===== config.mk =====
export PLATFORM = sky130hd
export DESIGN_NAME = kn8_sum_accum
export DESIGN_NICKNAME = d
export VERILOG_FILES = /design/src/rtl/kn8_sum_accum.sv
export SDC_FILE = /design/constraint.sdc
export NUM_CORES = 1
export LEC_CHECK = 0
export BUFFER_PORTS_ARGS = -buffer_cell sky130_fd_sc_hd__buf_2
export CAP_MARGIN = 5
export CORE_MARGIN = 2
export CORE_UTILIZATION = 32
export DETAILED_ROUTE_END_ITERATION = 6
export PLACE_DENSITY_LB_ADDON = 0.2
export SKIP_CTS_REPAIR_TIMING = 1
export SLEW_MARGIN = 20
export SYNTH_ARGS = -nofsm -noshare
export SYNTH_HDL_FRONTEND = slang
export SYNTH_SLANG_ARGS = --single-unit

===== constraint.sdc =====
create_clock -name clk_i -period 2.92 [get_ports clk_i]
set_input_delay 0.584 -clock clk_i [delete_from_list [all_inputs] [get_ports clk_i]]
set_output_delay 0.584 -clock clk_i [all_outputs]
set_load 0.01 [all_outputs]

===== src/rtl/kn8_sum_accum.sv =====
// -----------------------------------------------------------------------------
// kn8_sum_accum
//
// Framed reduction stage behind the 8-bit prefix adder. Each accepted beat
// carries the adder result {in_co_i, in_sum_i} (0..510). The beat is
// zero-extended and summed into a wide accumulator. On the beat flagged with
// in_last_i, the frame total, the beat count and a sticky overflow flag are
// presented on a valid/ready output port. They stay there until the
// downstream handshake.
//
// Parameters:
//   ACC_W  accumulator / out_sum_o width   (>= 9)
//   CNT_W  beat counter / out_count_o width (>= 1)
//
// Ports:
//   clk_i        system clock, all state changes on the rising edge
//   rst_n_i      synchronous active-low reset, overrides everything
//   in_valid_i   upstream beat valid
//   in_ready_o   beat can be accepted this cycle (low while a result is held)
//   in_co_i      adder carry-out (beat bit 8)
//   in_sum_i     adder sum, in_sum_i[7] is the MSB
//   in_last_i    final beat of the frame
//   out_valid_o  frame result available
//   out_ready_i  downstream accepts the result
//   out_sum_o    frame total (wrapped or saturated on overflow)
//   out_count_o  beats in the frame (saturating)
//   out_ovf_o    sticky frame overflow flag
//
// Build option:
//   KN8_SUM_ACCUM_SATURATE_EN  when defined, an overflowing add clamps the
//                              accumulator to all ones. When undefined, it
//                              wraps modulo 2^ACC_W. Either way out_ovf_o is set.
// -----------------------------------------------------------------------------
module kn8_sum_accum #(
    parameter int ACC_W = 16,
    parameter int CNT_W = 8
) (
    input  logic             clk_i,
    input  logic             rst_n_i,
    input  logic             in_valid_i,
    output logic             in_ready_o,
    input  logic             in_co_i,
    input  logic [7:0]       in_sum_i,
    input  logic             in_last_i,
    output logic             out_valid_o,
    input  logic             out_ready_i,
    output logic [ACC_W-1:0] out_sum_o,
    output logic [CNT_W-1:0] out_count_o,
    output logic             out_ovf_o
);

    // FSM encoding
    localparam logic [1:0] ST_IDLE  = 2'd0;
    localparam logic [1:0] ST_ACCUM = 2'd1;
    localparam logic [1:0] ST_HOLD  = 2'd2;

    localparam logic [CNT_W-1:0] CNT_ONE = CNT_W'(1);
    localparam logic [CNT_W-1:0] CNT_MAX = {CNT_W{1'b1}};
    localparam logic [ACC_W-1:0] ACC_MAX = {ACC_W{1'b1}};

    // State registers and their next-state values
    logic [1:0]       state_q,     state_d;
    logic [ACC_W-1:0] acc_q,       acc_d;
    logic [CNT_W-1:0] cnt_q,       cnt_d;
    logic             ovf_q,       ovf_d;
    logic             out_valid_q, out_valid_d;
    logic             in_ready_q,  in_ready_d;

    // Datapath helpers
    logic [ACC_W:0]   beat_ext_s;   // beat value zero-extended to ACC_W+1
    logic [ACC_W:0]   sum_ext_s;    // acc + beat including the carry out of ACC_W-1
    logic             accept_s;
    logic             add_ovf_s;
    logic             cnt_sat_s;
    logic [ACC_W-1:0] acc_add_s;    // accumulator after an overflow-aware add

    // Sum of accumulator and beat, one bit wider so the carry is visible.
    function automatic logic [ACC_W:0] add_ext(input logic [ACC_W-1:0] acc,
                                               input logic [ACC_W:0]   beat);
        add_ext = {1'b0, acc} + beat;
    endfunction

    // Zero-extend the 9-bit adder result without a zero-width replication.
    always_comb begin
        beat_ext_s      = '0;
        beat_ext_s[8:0] = {in_co_i, in_sum_i};
    end

    // Accumulate arithmetic, overflow detection and counter saturation.
    always_comb begin
        sum_ext_s = add_ext(acc_q, beat_ext_s);
        add_ovf_s = sum_ext_s[ACC_W];
        cnt_sat_s = (cnt_q == CNT_MAX);
`ifdef KN8_SUM_ACCUM_SATURATE_EN
        // Once clamped, later beats either add 0 (stays at max) or overflow
        // again (re-clamped), so the value holds for the rest of the frame.
        if (add_ovf_s) begin
            acc_add_s = ACC_MAX;
        end else begin
            acc_add_s = sum_ext_s[ACC_W-1:0];
        end
`else
        acc_add_s = sum_ext_s[ACC_W-1:0];
`endif
    end

    // The accept handshake uses the registered ready, so HOLD blocks input.
    always_comb begin
        accept_s = in_valid_i & in_ready_q;
    end

    // Next-state logic for the frame FSM and the accumulator datapath.
    always_comb begin
        state_d = state_q;
        acc_d   = acc_q;
        cnt_d   = cnt_q;
        ovf_d   = ovf_q;

        case (state_q)
            ST_IDLE: begin
                if (accept_s) begin
                    // First beat opens the frame and clears the previous flags.
                    acc_d = beat_ext_s[ACC_W-1:0];
                    cnt_d = CNT_ONE;
                    ovf_d = 1'b0;
                    if (in_last_i) begin
                        state_d = ST_HOLD;
                    end else begin
                        state_d = ST_ACCUM;
                    end
                end else begin
                    state_d = ST_IDLE;
                end
            end

            ST_ACCUM: begin
                if (accept_s) begin
                    acc_d = acc_add_s;
                    if (cnt_sat_s) begin
                        cnt_d = cnt_q;
                    end else begin
                        cnt_d = cnt_q + CNT_ONE;
                    end
                    ovf_d = ovf_q | add_ovf_s | cnt_sat_s;
                    if (in_last_i) begin
                        state_d = ST_HOLD;
                    end else begin
                        state_d = ST_ACCUM;
                    end
                end else begin
                    state_d = ST_ACCUM;
                end
            end

            ST_HOLD: begin
                // Input is blocked here. Only the output handshake can move us.
                if (out_ready_i) begin
                    state_d = ST_IDLE;
                end else begin
                    state_d = ST_HOLD;
                end
            end

            default: begin
                state_d = ST_IDLE;
                acc_d   = '0;
                cnt_d   = '0;
                ovf_d   = 1'b0;
            end
        endcase
    end

    // Handshake flags are decoded from the next state so that they are flops.
    always_comb begin
        out_valid_d = (state_d == ST_HOLD);
        in_ready_d  = (state_d != ST_HOLD);
    end

    // Sequential state with synchronous active-low reset.
    always_ff @(posedge clk_i) begin
        if (!rst_n_i) begin
            state_q     <= ST_IDLE;
            acc_q       <= '0;
            cnt_q       <= '0;
            ovf_q       <= 1'b0;
            out_valid_q <= 1'b0;
            in_ready_q  <= 1'b1;
        end else begin
            state_q     <= state_d;
            acc_q       <= acc_d;
            cnt_q       <= cnt_d;
            ovf_q       <= ovf_d;
            out_valid_q <= out_valid_d;
            in_ready_q  <= in_ready_d;
        end
    end

    // Outputs come straight from registers. acc/cnt/ovf do not change while
    // HOLD is active, so the result is stable until the handshake.
    always_comb begin
        in_ready_o  = in_ready_q;
        out_valid_o = out_valid_q;
        out_sum_o   = acc_q;
        out_count_o = cnt_q;
        out_ovf_o   = ovf_q;
    end

endmodule


==> impl_metrics.py <==
metrics = {
    "run_status": {
        "outcome": "completed",
    },
    "power": {
        "p_leak_nw": 0.821,
        "pwr_density_cell_mw_per_mm2": 510,
        "ir_drop_mv": 0.341,
        "p_total_mw": 1.03,
    },
    "floorplan": {
        "num_rows": 26,
        "start_util_pct": 32.8,
        "coreArea_mm2": 0.00507,
        "fp.dieH_um": 76.1,
        "die_w_um": 76.1,
        "pin_count": 41,
        "die_area_mm2": 0.00579,
    },
    "clock_tree": {
        "clock_tree.root_cell": "clkbuf_8",
        "cts_tree": "done",
        "cts_buffer_depth": 2,
        "clkSinkCount": 29,
        "htree_levels": 2,
        "cts_made_buffers": 5,
        "clock_latency_ps": 280,
        "clk_pin_slew_ps": 60,
    },
    "detailed_routing": {
        "drc": 0,
        "vias": 1561,
        "wirelength_mm": 4.11,
        "avgViaCountPerCell": 5.05,
        "drtIter0Drc": 54,
        "wl_per_cell_um": 13.3,
        "ant_nets": 0,
        "first_pass_iters": 4,
    },
    "logic_synthesis": {
        "yosysMostFrequentCell": "dfxtp_1",
        "yosysTopAreaCell": "dfxtp_1",
        "synth.area.top_cells": "dfxtp_1 (35%), ha_1 (7.5%), a21oi_1 (5.7%)",
        "synthAdderAreaFrac_pct": 8.73,
        "synthCells": 196,
        "synth_xor_area_share_pct": 5.27,
        "synthFlopType": "dfxtp_1",
        "avgSynthCellArea_um2": 8.48,
        "syn_nets": 221,
        "netlist_area_mm2": 0.00166,
        "ys_warn_count": 0,
        "synth_compound_area_share_pct": 24.2,
        "synth-seq-cells": 29,
        "synthTopCellsByCount": "dfxtp_1 (29), a21oi_1 (19), o21ai_0 (17)",
        "synth_top_area_share_pct": 34.9,
        "synth_edf_count": 0,
        "muxShareOfSynthArea_pct": 1.20,
        "synth_top_family_by_area": "compound AO/OA/AOI/OAI gates",
        "async_flop_share_pct": 0,
        "ys_types": 41,
        "yosys.area_share.simple_pct": 22.9,
        "yosysSeqAreaShare_pct": 34.9,
    },
    "placed_design": {
        "port-buffer-count": 40,
        "routabilityCongestion": 0.790,
        "hpwl_mm": 3.09,
        "detailed_place.area_mm2": 0.00192,
    },
    "layout": {
        "area_delta_synth_final_pct": 21.7,
        "fillers": 558,
        "insertedDiodeCount": 0,
        "drive_above_1_share_pct": 21.3,
        "design_area_mm2": 0.00202,
        "nets": 263,
    },
    "sta": {
        "period_minus_slack_ps": 2320,
        "timing.final.crit_share_pct": 79.5,
        "max_freq_ghz": 0.431,
        "hold_viol": 0,
        "slew_headroom_pct": 53.4,
        "setup-tns-final_ps": 0,
        "hold_ws_ps": 497,
        "slew_viol_final": 0,
        "rsz0062_at_grt": "false",
        "finalSetupViolCount": 0,
        "skew_ps": 3.63,
        "worstMarginPinSlew_ps": 699,
    },
    "critical_path": {
        "cp-start-kind": "primary input",
        "crit_type": "in -> reg",
        "critPathCaptureType": "register",
        "slowest_delay_ps": 440,
        "timing.rr.start": "out_sum_o[0]",
        "critPathBufInv": 1,
        "cp_data_required_time_ps": 3060,
        "critPathTopFamily": "compound AO/OA/AOI/OAI gates",
        "reg2regPathDepth": 7,
        "slowest_stage": "fa_1",
        "rrSetupSlack_ps": 690,
        "worstPathMaxFanout": 7,
        "rr_endpoint": "out_ovf_o",
        "crit_chain": "buf_2 -> ha_1 -> fa_1 -> a211oi_1 -> o21ai_0 -> a31oi_1 -> or3b_1 -> a21oi_1",
        "arrival_ps": 2470,
    },
    "grt": {
        "grt_overflow": 0,
        "globalRouteTotalUtil_pct": 15.2,
        "grt_first_pass_wirelength_mm": 7.13,
        "antenna_found_initial": 0,
        "grt_pass1_vias": 1490,
        "grt_max_degree": 17,
    },
    "hold_path": {
        "holdCritPathClass": "reg -> reg",
        "min_path_cells": 2,
        "min_to": "out_sum_o[15]",
        "hold_start": "out_sum_o[15]",
    },
    "job": {
        "cap_violations": 0,
    },
}
-- area by class of cell --
class,instances,area [um^2],share of cell area (%)
flip-flops and latches,29,581,28.7
multi-input cells,158,1040,51.2
well taps,70,87.6,4.33
clock buffers,7,96.3,4.76
repair buffers,41,208,10.3
clock inverters,1,5.00,0.247
inverters,3,11.3,0.556
-- worst min-delay path, delay by kind of cell, from the launching register on --
| family | cells | cell delay, ps |
|---|---|---|
| flops | 1 | 320 |
| compound gates | 2 | 130 |
-- sequential cells by signal, summed over array words and instances, names as in the netlist --
register     flops
in_ready_o       1
out_count_o      8
out_ovf_o        1
out_sum_o       16
out_valid_o      1
state_q          2
-- per-stage QoR --
stage / setup WS [ps] / util (%) / std cells
2_1_floorplan: 691 / - / 196
3_3_place_gp: 316 / 37.9 / 301
3_5_place_dp: 260 / 37.9 / 301
4_1_cts: 559 / 39.9 / 309
5_1_grt: 369 / 39.9 / 309
6_report: 598 / 39.9 / 309
-- how the worst max path moves through the flow --
stage,startpoint,end,slack (ps),depth (start not counted)
after CTS,in_sum_i[0],out_ovf_o,560,8
after detailed placement,in_sum_i[0],out_ovf_o,260,8
after global placement,in_sum_i[0],out_ovf_o,320,8
final,in_sum_i[0],out_ovf_o,600,8
after floorplan,in_sum_i[0],out_ovf_o,690,7
after global routing,in_sum_i[0],out_sum_o[12],370,8
-- routing by layer --
metal  up-vias  routed length [um]  track usage (%)
met1       705                2100             20.2
met5         -                   0                0
li1        819                   -                -
met3         4                 227             5.09
met4         0                  46             4.36
met2        33                1740             23.7
-- logic make-up after synthesis --
kind of cell / Yosys count
xor+xnor: 10
fa+ha+maj: 11
buf+inv: 9
compound gates: 65
flops: 29
mux: 2
simple gates: 70
-- power breakdown --
part | leakage [nW] | switching [mW] | total, mW | internal, mW
Clock | 0.0542 | 0.158 | 0.371 | 0.213
Combinational | 0.531 | 0.127 | 0.222 | 0.0952
Sequential | 0.237 | 0.0241 | 0.439 | 0.415
-- cells in the final DEF, fill, tap and decap left out, drive strengths merged, types with 3 or more instances in the layout --
cell	netlist	layout
nand2	15	15
nor3	4	4
o211ai	3	3
clkbuf	2	7
a21oi	20	20
nand2b	3	3
dfxtp	29	29
ha	10	10
or3	8	8
xnor2	7	7
buf	4	41
o22ai	4	4
a211oi	8	8
o21ai	17	17
nand3	7	7
a21o	3	3
inv	3	3
nor2	15	15
xor2	3	3
No activity file was read; power rests on OpenSTA's default activity.
